### src/rtl/neopixel_frame_ctrl.sv
// Frame sequencer for a WS2812 chain: pixel buffer, per-pixel valid/ready streaming, latch gap timing.
// Optional AUTO_REFRESH_EN adds a free-running refresh generator (parameter REFRESH_HZ).
module neopixel_frame_ctrl #(
  parameter int unsigned NUM_PIXELS     = 8,
  parameter int unsigned CLOCK_SPEED_HZ = 32_000_000,
  parameter int unsigned LATCH_CYCLES   = CLOCK_SPEED_HZ / 12500,
`ifdef AUTO_REFRESH_EN
  parameter int unsigned REFRESH_HZ     = 60,
`endif
  parameter int unsigned AW             = (NUM_PIXELS > 1) ? $clog2(NUM_PIXELS) : 1
) (
  input  logic          clock,
  input  logic          reset,
  input  logic          wr_en,
  input  logic [AW-1:0] wr_addr,
  input  logic [23:0]   wr_color,
  input  logic          refresh,
  output logic          busy,
  output logic          frame_done,
  output logic [23:0]   px_color,
  output logic          px_valid,
  input  logic          px_ready
);

  localparam int unsigned LW = (LATCH_CYCLES > 1) ? $clog2(LATCH_CYCLES) : 1;
  localparam logic [LW-1:0] LatchLast = LW'(LATCH_CYCLES - 1);
  localparam logic [AW-1:0] IdxLast   = AW'(NUM_PIXELS - 1);
  localparam bit AddrFull = (NUM_PIXELS == (2 ** AW));

  typedef enum logic [1:0] {StIdle, StLoad, StSend, StLatch} state_e;

  state_e        state_q, state_d;
  logic [AW-1:0] idx_q, idx_d;
  logic          pending_q, pending_d;
  logic [LW-1:0] lcnt_q, lcnt_d;
  logic [23:0]   px_color_q, px_color_d;
  logic          px_valid_q, px_valid_d;
  logic          refresh_int;
  logic          addr_ok;
  logic [23:0]   load_word;

  // Sized to the address space; rows at or above NUM_PIXELS are never written or read.
  logic [23:0] pix_buf [2**AW];

  generate
    if (AddrFull) begin : g_addr_full
      assign addr_ok = 1'b1;
    end else begin : g_addr_range
      assign addr_ok = (wr_addr < AW'(NUM_PIXELS));
    end
  endgenerate

  always_ff @(posedge clock) begin
    if (wr_en && addr_ok) begin
      pix_buf[wr_addr] <= wr_color;
    end
  end

  // Same-cycle write to the word being loaded wins over the stale buffer contents.
  assign load_word = (wr_en && (wr_addr == idx_q)) ? wr_color : pix_buf[idx_q];

`ifdef AUTO_REFRESH_EN
  localparam int unsigned Period = CLOCK_SPEED_HZ / REFRESH_HZ;
  localparam int unsigned PW = (Period > 1) ? $clog2(Period) : 1;

  logic [PW-1:0] tick_q;
  logic          auto_pulse;

  assign auto_pulse = (tick_q == PW'(Period - 1));

  always_ff @(posedge clock or posedge reset) begin
    if (reset) begin
      tick_q <= '0;
    end else begin
      tick_q <= auto_pulse ? '0 : tick_q + PW'(1);
    end
  end

  assign refresh_int = refresh | auto_pulse;
`else
  assign refresh_int = refresh;
`endif

  always_comb begin
    state_d    = state_q;
    idx_d      = idx_q;
    pending_d  = pending_q;
    lcnt_d     = lcnt_q;
    px_color_d = px_color_q;
    px_valid_d = px_valid_q;
    frame_done = 1'b0;

    unique case (state_q)
      StIdle: begin
        if (refresh_int || pending_q) begin
          state_d   = StLoad;
          idx_d     = '0;
          pending_d = 1'b0;
        end
      end
      StLoad: begin
        if (refresh_int) pending_d = 1'b1;
        px_color_d = load_word;
        px_valid_d = 1'b1;
        state_d    = StSend;
      end
      StSend: begin
        if (refresh_int) pending_d = 1'b1;
        if (px_ready) begin
          px_valid_d = 1'b0;
          if (idx_q == IdxLast) begin
            state_d = StLatch;
            lcnt_d  = '0;
          end else begin
            idx_d   = idx_q + AW'(1);
            state_d = StLoad;
          end
        end
      end
      StLatch: begin
        if (lcnt_q == LatchLast) begin
          frame_done = 1'b1;
          idx_d      = '0;
          lcnt_d     = '0;
          // A queued or coincident request chains the next frame with no idle gap.
          if (pending_q || refresh_int) begin
            state_d   = StLoad;
            pending_d = 1'b0;
          end else begin
            state_d = StIdle;
          end
        end else begin
          if (refresh_int) pending_d = 1'b1;
          lcnt_d = lcnt_q + LW'(1);
        end
      end
      default: state_d = StIdle;
    endcase
  end

  always_ff @(posedge clock or posedge reset) begin
    if (reset) begin
      state_q    <= StIdle;
      idx_q      <= '0;
      pending_q  <= 1'b0;
      lcnt_q     <= '0;
      px_color_q <= '0;
      px_valid_q <= 1'b0;
    end else begin
      state_q    <= state_d;
      idx_q      <= idx_d;
      pending_q  <= pending_d;
      lcnt_q     <= lcnt_d;
      px_color_q <= px_color_d;
      px_valid_q <= px_valid_d;
    end
  end

  assign busy     = (state_q != StIdle);
  assign px_color = px_color_q;
  assign px_valid = px_valid_q;

endmodule

### config.mk
export PLATFORM = sky130hd
export DESIGN_NAME = neopixel_frame_ctrl
export DESIGN_NICKNAME = d
export VERILOG_FILES = /design/src/rtl/neopixel_frame_ctrl.sv
export SDC_FILE = /design/constraint.sdc
export NUM_CORES = 1
export LEC_CHECK = 0
export CAP_MARGIN = 5
export CORE_MARGIN = 1
export CORE_UTILIZATION = 25
export CTS_CLUSTER_DIAMETER = 60
export DETAILED_ROUTE_END_ITERATION = 10
export MAX_ROUTING_LAYER = met4
export SYNTH_ARGS = -nofsm -noshare
export SYNTH_HDL_FRONTEND = slang
export SYNTH_SLANG_ARGS = --single-unit
### constraint.sdc
create_clock -name clock -period 1.87 [get_ports clock]
set_input_delay 0.187 -clock clock [delete_from_list [all_inputs] [get_ports clock]]
set_output_delay 0.187 -clock clock [all_outputs]
set_load 0.02 [all_outputs]
==> run_results.csv, run 1 <==
group,metric,value,unit
outcome,outcome,"finished, violations left",
outcome,violations,"setup timing",
sta,finalHoldViolations,0,
grt,grt_pass1_vias,5332,
worst_hold_path,hp-class,"in -> async",
layout,final_layout_size_suffix_gt1_frac,0.346,
grt,antenna_found_initial,0,
drt,wl,22300,µm
layout,layout_common_cells,"edfxtp_1, buf_4, clkdlybuf4s50_1, mux4_2, dfrtp_1",
layout,multi_input_area,2690,µm²
sta,finalSetupViolCount,1,
sta,fin_crit,1870,ps
drt,antenna_left,0,
logic_synthesis,async_reset_ff_frac,0.183,
logic_synthesis,synth.net_count,538,
sta,fmax,534,MHz
layout,syn_to_final_growth,32.5,%
drt,firstDrtPassIters,4,
layout,diodes,0,
place,gp_congestion,0.778,
worst_setup_path,worst-path-buf-inv,1,
layout,fill_cells,3503,
logic_synthesis,ys.flop_type,"edfxtp_1",
floorplanning,dieWidth,196,µm
floorplanning,die_h,196,µm
drt,dr_total_vias,5171,
sta,finalSetupTns,-2.59,ps
worst_setup_path,reg2reg_slack,30,ps
cts,clockBufferDepth,3,
cts,cts_root_buf,"clkbuf_16",
sta,period_share,1.00,
worst_setup_path,crit_path_max_fanout,3,
worst_setup_path,reg2reg_depth,5,
layout,seq_area,6850,µm²
logic_synthesis,ys_ff_latch,235,
logic_synthesis,syn_area,9450,µm²
sta,relSlewSlack,0.737,
worst_setup_path,r2r_end,"px_color[9]",
worst_setup_path,start_kind,"register",
cts,insertion_delay,540,ps
sta,worst_pin_slew,394,ps
grt,gr-total-overflow,0,
worst_setup_path,worst_path_dominant_cell_family,"simple AND/OR/NAND/NOR gates",
cts,cts_tree,"done",
logic_synthesis,syn_inst,498,
drt,first_iter_violations,245,
place,dp_hpwl,13800,µm
sta,clock_skew,12.7,ps
worst_setup_path,cp_slowest_stage_delay,380,ps
floorplanning,rows,70,
power_and_ir_drop,p_leak,4.21,nW
drt,wl_per_cell,19.2,µm
logic_synthesis,synth_area_per_cell,19.0,µm²
worst_setup_path,worstSetupPathType,"reg -> out",
worst_setup_path,cp.required,1680,ps
cts,htreeDepth,1,
worst_setup_path,crit_chain,"or2_4 > nor4_2 > and2_1 > buf_6",
floorplanning,initial_utilization,0.256,
worst_setup_path,timing.rr.start,"idx_q[0]",
logic_synthesis,yosysWarnings,0,
grt,grt_pass1_wl,33400,µm
cts,clkSinkCount,235,
logic_synthesis,yosys.cell_types.count,44,
power_and_ir_drop,peakVddDrop,0.573,mV
grt,grt_max_degree,44,
worst_setup_path,cp.arrival,1690,ps
drt,viasPerCell,4.43,
cts,cts.reportedPaths.clkPinSlew,60,ps
logic_synthesis,yosysSeqAreaShare,0.724,
logic_synthesis,synth-edff-count,192,
sta,fin_ws,-2.59,ps
cts,numCtsBuffers,25,
layout,final_common_cell,"edfxtp_1",
sta,rsz0062_at_grt,"yes",
place,dp_cells,1105,
place,port_buffers,58,
power_and_ir_drop,p_per_area,897,nW/µm²
floorplanning,coreArea,36900,µm²
sta,maxSlewViolCount,0,
floorplanning,die-area,38600,µm²
power_and_ir_drop,total_power,0.0112,W
flow_run,max-cap-violations,0,
floorplanning,num_io_pins,59,
cts,ctsHoldBuffers,0,
worst_setup_path,slowest_stage,"dfrtp_1",
worst_setup_path,end_kind,"output pin",
grt,track_usage,0.118,
drt,drc,0,
layout,final_cells,1166,
layout,fin_nets,683,
==> report_power, final <==
| group | internal (W) | switching, W |
|---|---|---|
| Combinational | 0.000157 | 0.000202 |
| Clock | 0.00299 | 0.00204 |
| Sequential | 0.00582 | 0.0000316 |
==> routing by layer <==
| layer | up-vias | global-route usage | part of all wire |
|---|---|---|---|
| li1 | 2337 | - | - |
| met4 | 0 | 0.0333 | 0.027 |
| met5 | - | - | 0 |
| met1 | 2672 | 0.150 | 0.45 |
| met3 | 48 | 0.0236 | 0.043 |
| met2 | 114 | 0.191 | 0.48 |
==> registers in the layout, summed over array words and instances (netlist names) <==
name and count:
idx_q 3, lcnt_q 12, pending_q 1, pix_buf 192, px_color 24, px_valid 1, state_q 2
==> worst max-delay path by stage <==
stage / startpoint / end / depth (start not counted)
2_1_floorplan: state_q[0] / lcnt_q[10] / 8
3_3_place_gp: idx_q[0] / lcnt_q[10] / 7
6_report: lcnt_q[10] / frame_done / 4
4_1_cts: lcnt_q[1] / frame_done / 5
3_5_place_dp: idx_q[0] / lcnt_q[5] / 8
5_1_grt: lcnt_q[10] / frame_done / 4
==> worst register-to-register path, cell delays in order (launching register included) <==
cell and delay [ps]:
dfrtp_4 530, buf_12 170, mux4_2 510, mux2i_2 190
nor3_1 70, a221o_1 260
==> per-stage QoR <==
step / setup WS, ps / area [µm²] / hold WS, ps / utilization
finish: -2.59 / 12500 / 22.3 / 0.340
detailed placement: -57.0 / 11300 / 509 / 0.306
CTS: -33.2 / 12100 / 28.7 / 0.329
global placement: -64.7 / 11300 / 512 / 0.306
floorplan: -37.6 / 9470 / 286 / -
global route: -80.8 / 12500 / 42.1 / 0.340
==> cell usage after synthesis (2+ instances only) <==
library cell | number | area (µm²)
a2111oi_0 | 4 | 35.0
a211oi_1 | 4 | 30.0
a21oi_1 | 3 | 15.0
a221o_1 | 7 | 70.1
a32o_1 | 2 | 20.0
and2_1 | 3 | 18.8
buf_1 | 3 | 11.3
buf_2 | 15 | 75.1
buf_4 | 3 | 22.5
clkbuf_1 | 4 | 15.0
dfrtp_1 | 43 | 1080
edfxtp_1 | 192 | 5770
ha_1 | 8 | 100
inv_1 | 7 | 26.3
mux2i_1 | 24 | 240
mux4_2 | 48 | 1080
nand2_1 | 27 | 101
nand2b_1 | 4 | 25.0
nand3_1 | 10 | 50.1
nand4_1 | 4 | 25.0
nor2_1 | 20 | 75.1
nor2b_1 | 3 | 18.8
nor3_1 | 10 | 50.1
o21ai_0 | 4 | 20.0
o221a_2 | 17 | 191
xnor2_1 | 11 | 96.3
==> timing repair <==
| action | CTS | global route |
|---|---|---|
| buffers inserted | 3 | 8 |
| setup endpoints to repair | 12 | 39 |
| pin swaps | 4 | 17 |
| resized for setup | 14 | 47 |
| cloned | 0 | 4 |
==> area by class of cell <==
class | count | share of cell area
Clock buffer | 37 | 0.0552
Inverter | 8 | 0.00240
Timing Repair Buffer | 143 | 0.120
Sequential cell | 235 | 0.547
Multi-Input combinational cell | 230 | 0.215
Clock inverter | 9 | 0.0110
Tap cell | 504 | 0.0504
==> kinds of logic (layout without fill, tap and decap cells) <==
group / Yosys count / count (layout) / synth area share
fa+ha+maj: 8 / 8 / 0.0106
xor+xnor: 11 / 11 / 0.0102
mux: 72 / 72 / 0.140
simple gates: 89 / 89 / 0.0469
flops: 235 / 235 / 0.724
compound gates: 50 / 50 / 0.0523
buf+inv: 33 / 197 / 0.0163
Note: power is estimated with default switching activity, not from simulation.
==> run 2, diff against run 1 <==
--- a/constraint.sdc
+++ b/constraint.sdc
@@ -3,2 +3,2 @@
 set_output_delay 0.187 -clock clock [all_outputs]
-set_load 0.02 [all_outputs]
+set_load 0.01 [all_outputs]
==> run_results.csv, run 2 (synthesized netlist as in run 1, its figures left out) <==
group,metric,value,unit
outcome,outcome,"finished, violations left",
outcome,violations,"setup timing",
worst_setup_path,reg2reg_depth,6,
grt,grt-busiest-layer,"met2",
grt,grtUsageMet1,0.152,
sta,fin_ws,-46.6,ps
cts,cts_tree,"done",
floorplanning,num_io_pins,59,
worst_setup_path,start_kind,"register",
sta,worst_pin_slew,367,ps
worst_setup_path,cp_slowest_stage_delay,380,ps
place,port_buffers,58,
worst_setup_path,slowest_stage,"dfrtp_1",
sta,period_share,1.02,
sta,fin_crit,1920,ps
layout,fill_cells,3501,
sta,maxSlewViolCount,0,
layout,layout_common_cells,"edfxtp_1, buf_4, clkdlybuf4s50_1, mux4_2, dfrtp_1",
place,gp_congestion,0.728,
layout,final_common_cell,"edfxtp_1",
cts,ctsHoldBuffers,0,
sta,clock_skew,19.9,ps
layout,final_layout_size_suffix_gt1_frac,0.334,
drt,wl_per_cell,19.0,µm
flow_run,max-cap-violations,0,
floorplanning,rows,70,
layout,top_register,"pix_buf",
worst_setup_path,cp.required,1680,ps
worst_setup_path,timing.rr.start,"lcnt_q[0]",
sta,fmax,522,MHz
cts,insertion_delay,540,ps
cts,htreeDepth,1,
place,dpl_cell_area,11300,µm²
grt,met2_usage,0.198,
worst_hold_path,hp-class,"in -> async",
drt,antenna_left,0,
grt,grt_pass1_wl,33600,µm
place,dp_hpwl,13800,µm
cts,cts_root_buf,"clkbuf_16",
worst_setup_path,worst_path_dominant_cell_family,"simple AND/OR/NAND/NOR gates",
worst_setup_path,cp.arrival,1730,ps
power_and_ir_drop,p_leak,4.17,nW
cts,clkSinkCount,235,
floorplanning,dieWidth,196,µm
worst_setup_path,reg2reg_slack,10,ps
worst_setup_path,crit_path_max_fanout,3,
layout,multi_input_area,2630,µm²
power_and_ir_drop,peakVddDrop,0.593,mV
sta,rsz0062_at_grt,"yes",
worst_setup_path,worst-path-buf-inv,1,
layout,fin_nets,677,
cts,numCtsBuffers,24,
layout,syn_to_final_growth,30.6,%
floorplanning,die_h,196,µm
sta,finalSetupTns,-46.6,ps
layout,diodes,0,
grt,grt_max_degree,44,
worst_setup_path,r2r_end,"idx_q[1]",
power_and_ir_drop,p_per_area,880,nW/µm²
drt,drc,0,
power_and_ir_drop,total_power,0.0109,W
cts,cts.reportedPaths.clkPinSlew,70,ps
floorplanning,coreArea,36900,µm²
cts,clockBufferDepth,3,
floorplanning,initial_utilization,0.256,
worst_setup_path,crit_chain,"or2_4 > nor4_2 > and2_1 > buf_2",
grt,track_usage,0.119,
grt,grt_pass1_vias,5453,
layout,fin_util,0.335,
layout,largest_reg_flops,192,
drt,firstDrtPassIters,4,
worst_setup_path,end_kind,"output pin",
grt,antenna_found_initial,0,
drt,dr_total_vias,5138,
drt,viasPerCell,4.43,
grt,gr-total-overflow,0,
layout,fin_area,12300,µm²
grt,met3_usage,0.0219,
worst_setup_path,worstSetupPathType,"reg -> out",
sta,finalSetupViolCount,1,
drt,first_iter_violations,311,
sta,finalHoldViolations,0,
floorplanning,die-area,38600,µm²
sta,relSlewSlack,0.755,
layout,seq_area,6850,µm²
drt,wl,22000,µm
run 2: changes by cell type in the layout (fill, tap and decap cells not counted), sizes merged:
cell      delta
clkinv       +6
clkinvlp     +1
bufinv       -2
clkbuf       -8
buf          -5
inv          +1
run 2: metal layers:
layer	up-vias	routed length, µm
met2	122	11000
met3	32	1010
met4	0	379
met1	2671	9660
li1	2313	-
met5	-	0
run 2: final cells by class:
type,count,area share
sequential,235,0.555
timing repair buffer,138,0.117
tap,504,0.0511
multi-input combinational,230,0.213
inverter,8,0.00243
clock buffer,29,0.0518
clock inverter,15,0.0106
run 2: stage by stage:
stage,std cells,hold WS (ps),worst slack (ps)
detailed placement,1108,511,-98.6
finish,1159,18.8,-46.6
floorplan,498,286,-37.6
global placement,1108,508,-72.9
CTS,1154,29.9,-127
global route,1159,44.6,-133
run 2: worst min-delay path: stages:
cell	delay [ps]
clkdlybuf4s50_1	410
inv_2	70
buf_12	260
run 2: report_power, final:
part	switching [W]	internal, W
registers	0.0000321	0.00582
clock network	0.00206	0.00261
logic	0.000195	0.000161
total	0.00228	0.00858
run 2: how the worst max path moves through the flow:
stage | end | cells past startpoint | slack [ps] | from
4_1_cts | frame_done | 5 | -130 | lcnt_q[1]
6_report | frame_done | 4 | -50 | lcnt_q[9]
3_3_place_gp | lcnt_q[10] | 6 | -70 | px_ready
2_1_floorplan | lcnt_q[10] | 8 | -40 | state_q[0]
5_1_grt | frame_done | 5 | -130 | lcnt_q[0]
3_5_place_dp | px_color[2] | 5 | -100 | wr_addr[2]
run 2: timing repair:
action	4_1_cts	5_1_grt
setup buffers	1	2
resized for setup	15	24
pin swaps	5	14
gates cloned	1	3
endpoints found under the setup margin	13	41
==> run 3, diff against run 2 <==
Settings changed: RECOVER_POWER set to 100.
==> run_results.csv, run 3 (synthesized netlist as in run 1, its figures left out) <==
group,metric,value,unit
drt,firstDrtPassIters,4,
sta,finalSetupTns,-54.5,ps
drt,wl,22000,µm
sta,fmax,520,MHz
flow_run,max-cap-violations,0,
grt,antenna_found_initial,1,
cts,htreeDepth,1,
floorplanning,rows,70,
cts,clockBufferDepth,3,
sta,clock_skew,17.6,ps
sta,period_share,1.03,
cts,numCtsBuffers,24,
worst_setup_path,end_kind,"output pin",
power_and_ir_drop,p_leak,4.14,nW
floorplanning,die-area,38600,µm²
floorplanning,die_h,196,µm
power_and_ir_drop,p_per_area,890,nW/µm²
place,gp_congestion,0.728,
place,port_buffers,58,
cts,insertion_delay,540,ps
layout,largest_reg_flops,192,
sta,hold_ws,434,ps
grt,gr-total-overflow,0,
place,dp_hpwl,13800,µm
grt,grt_pass1_wl,33600,µm
layout,syn_to_final_growth,28.5,%
worst_setup_path,crit_path_max_fanout,3,
worst_hold_path,hp-class,"in -> reg",
place,pre_cts_ws,-98.6,ps
grt,grt_max_degree,44,
layout,fill_cells,3534,
grt,grt_pass1_vias,5453,
drt,viasPerCell,4.43,
drt,first_iter_violations,313,
cts,cts.reportedPaths.clkPinSlew,70,ps
layout,final_common_cell,"edfxtp_1",
sta,rsz0062_at_grt,"yes",
cts,cts_tree,"done",
drt,dr_total_vias,5144,
sta,finalHoldViolations,0,
layout,final_layout_size_suffix_gt1_frac,0.305,
sta,fin_ws,-54.5,ps
worst_setup_path,worstSetupPathType,"reg -> out",
outcome,outcome,"finished, violations left",
grt,track_usage,0.119,
floorplanning,dieWidth,196,µm
floorplanning,num_io_pins,59,
sta,fin_crit,1920,ps
drt,antenna_left,0,
place,dpl_cell_area,11300,µm²
drt,drc,0,
layout,layout_common_cells,"edfxtp_1, dlygate4sd3_1, mux4_2, dfrtp_1, buf_4",
floorplanning,initial_utilization,0.256,
cts,cts_root_buf,"clkbuf_16",
worst_setup_path,cp.required,1680,ps
floorplanning,coreArea,36900,µm²
sta,relSlewSlack,0.107,
sta,worst_pin_slew,1340,ps
layout,fin_area,12100,µm²
sta,maxSlewViolCount,0,
cts,ctsHoldBuffers,0,
layout,top_register,"pix_buf",
worst_setup_path,cp.arrival,1740,ps
cts,clkSinkCount,235,
sta,finalSetupViolCount,1,
layout,fin_nets,677,
drt,wl_per_cell,19.0,µm
worst_setup_path,start_kind,"register",
power_and_ir_drop,peakVddDrop,0.560,mV
outcome,violations,"setup timing",
-- run 3: changes by cell type in the layout (fill, tap and decap cells not counted), sizes merged --
cell | previous run | this run
clkdlybuf4s50 | 56 | 5
clkinv | 11 | 12
dlygate4sd3 | 0 | 51
diode | 0 | 1
buf | 78 | 53
clkbuf | 33 | 58
inv | 10 | 9
-- run 3: metal layers --
metal / track usage / routed length (µm) / part of all wire / vias to the layer above
met5: - / 0 / 0 / -
met4: 0.0234 / 357 / 0.016 / 0
met3: 0.0219 / 887 / 0.040 / 31
met2: 0.198 / 11100 / 0.50 / 99
met1: 0.152 / 9710 / 0.44 / 2694
li1: - / - / - / 2320
-- run 3: power breakdown --
group | switching, W | total (W) | leakage, nW | internal [W]
Combinational | 0.000186 | 0.000311 | 1.50 | 0.000125
Sequential | 0.0000320 | 0.00585 | 2.26 | 0.00582
Clock | 0.00205 | 0.00465 | 0.374 | 0.00261
Total | 0.00227 | 0.0108 | 4.14 | 0.00855
-- run 3: path summary, 6_finish.rpt --
kind	start	endpoint	slack, ps	cells after the start
worst max-delay path	lcnt_q[9]	frame_done	-50	4
worst min-delay path	refresh	pending_q	430	3
worst max register to register	lcnt_q[0]	idx_q[1]	10	6
worst min register to register	px_color[1]	px_color[1]	520	1
max in group asynchronous	reset	idx_q[0]	340	3
min in group asynchronous	reset	lcnt_q[5]	550	3
-- run 3: final cells by class --
| class | instances | area [µm²] | area share |
|---|---|---|---|
| inverters | 8 | 30.0 | 0.00247 |
| multi-input cells | 230 | 2590 | 0.213 |
| clock inverters | 15 | 131 | 0.0108 |
| diodes | 1 | 2.50 | 0.000206 |
| clock buffers | 29 | 639 | 0.0526 |
| flip-flops and latches | 235 | 6850 | 0.564 |
| repair buffers | 138 | 1280 | 0.105 |
| well taps | 504 | 631 | 0.0519 |
-- run 3: timing repair --
item | in CTS | in global routing
pin swaps | 5 | 14
buffers inserted | 1 | 2
cloned | 1 | 3
setup endpoints to repair | 13 | 41
resized for setup | 15 | 24
-- run 3: per-stage QoR --
step	utilization	instances	total power, W
finish	0.329	1160	0.0108
global route	0.329	1160	0.0112
CTS	0.330	1154	0.0110
detailed placement	0.307	1108	0.00632
global placement	0.307	1108	0.00631
floorplan	-	498	0.00607
-- run 3: worst max-delay path: stages (launching register included) --
cell and delay, ps:
dfrtp_1 370, or2_4 280, nor4_2 260, and2_1 160
buf_2 130
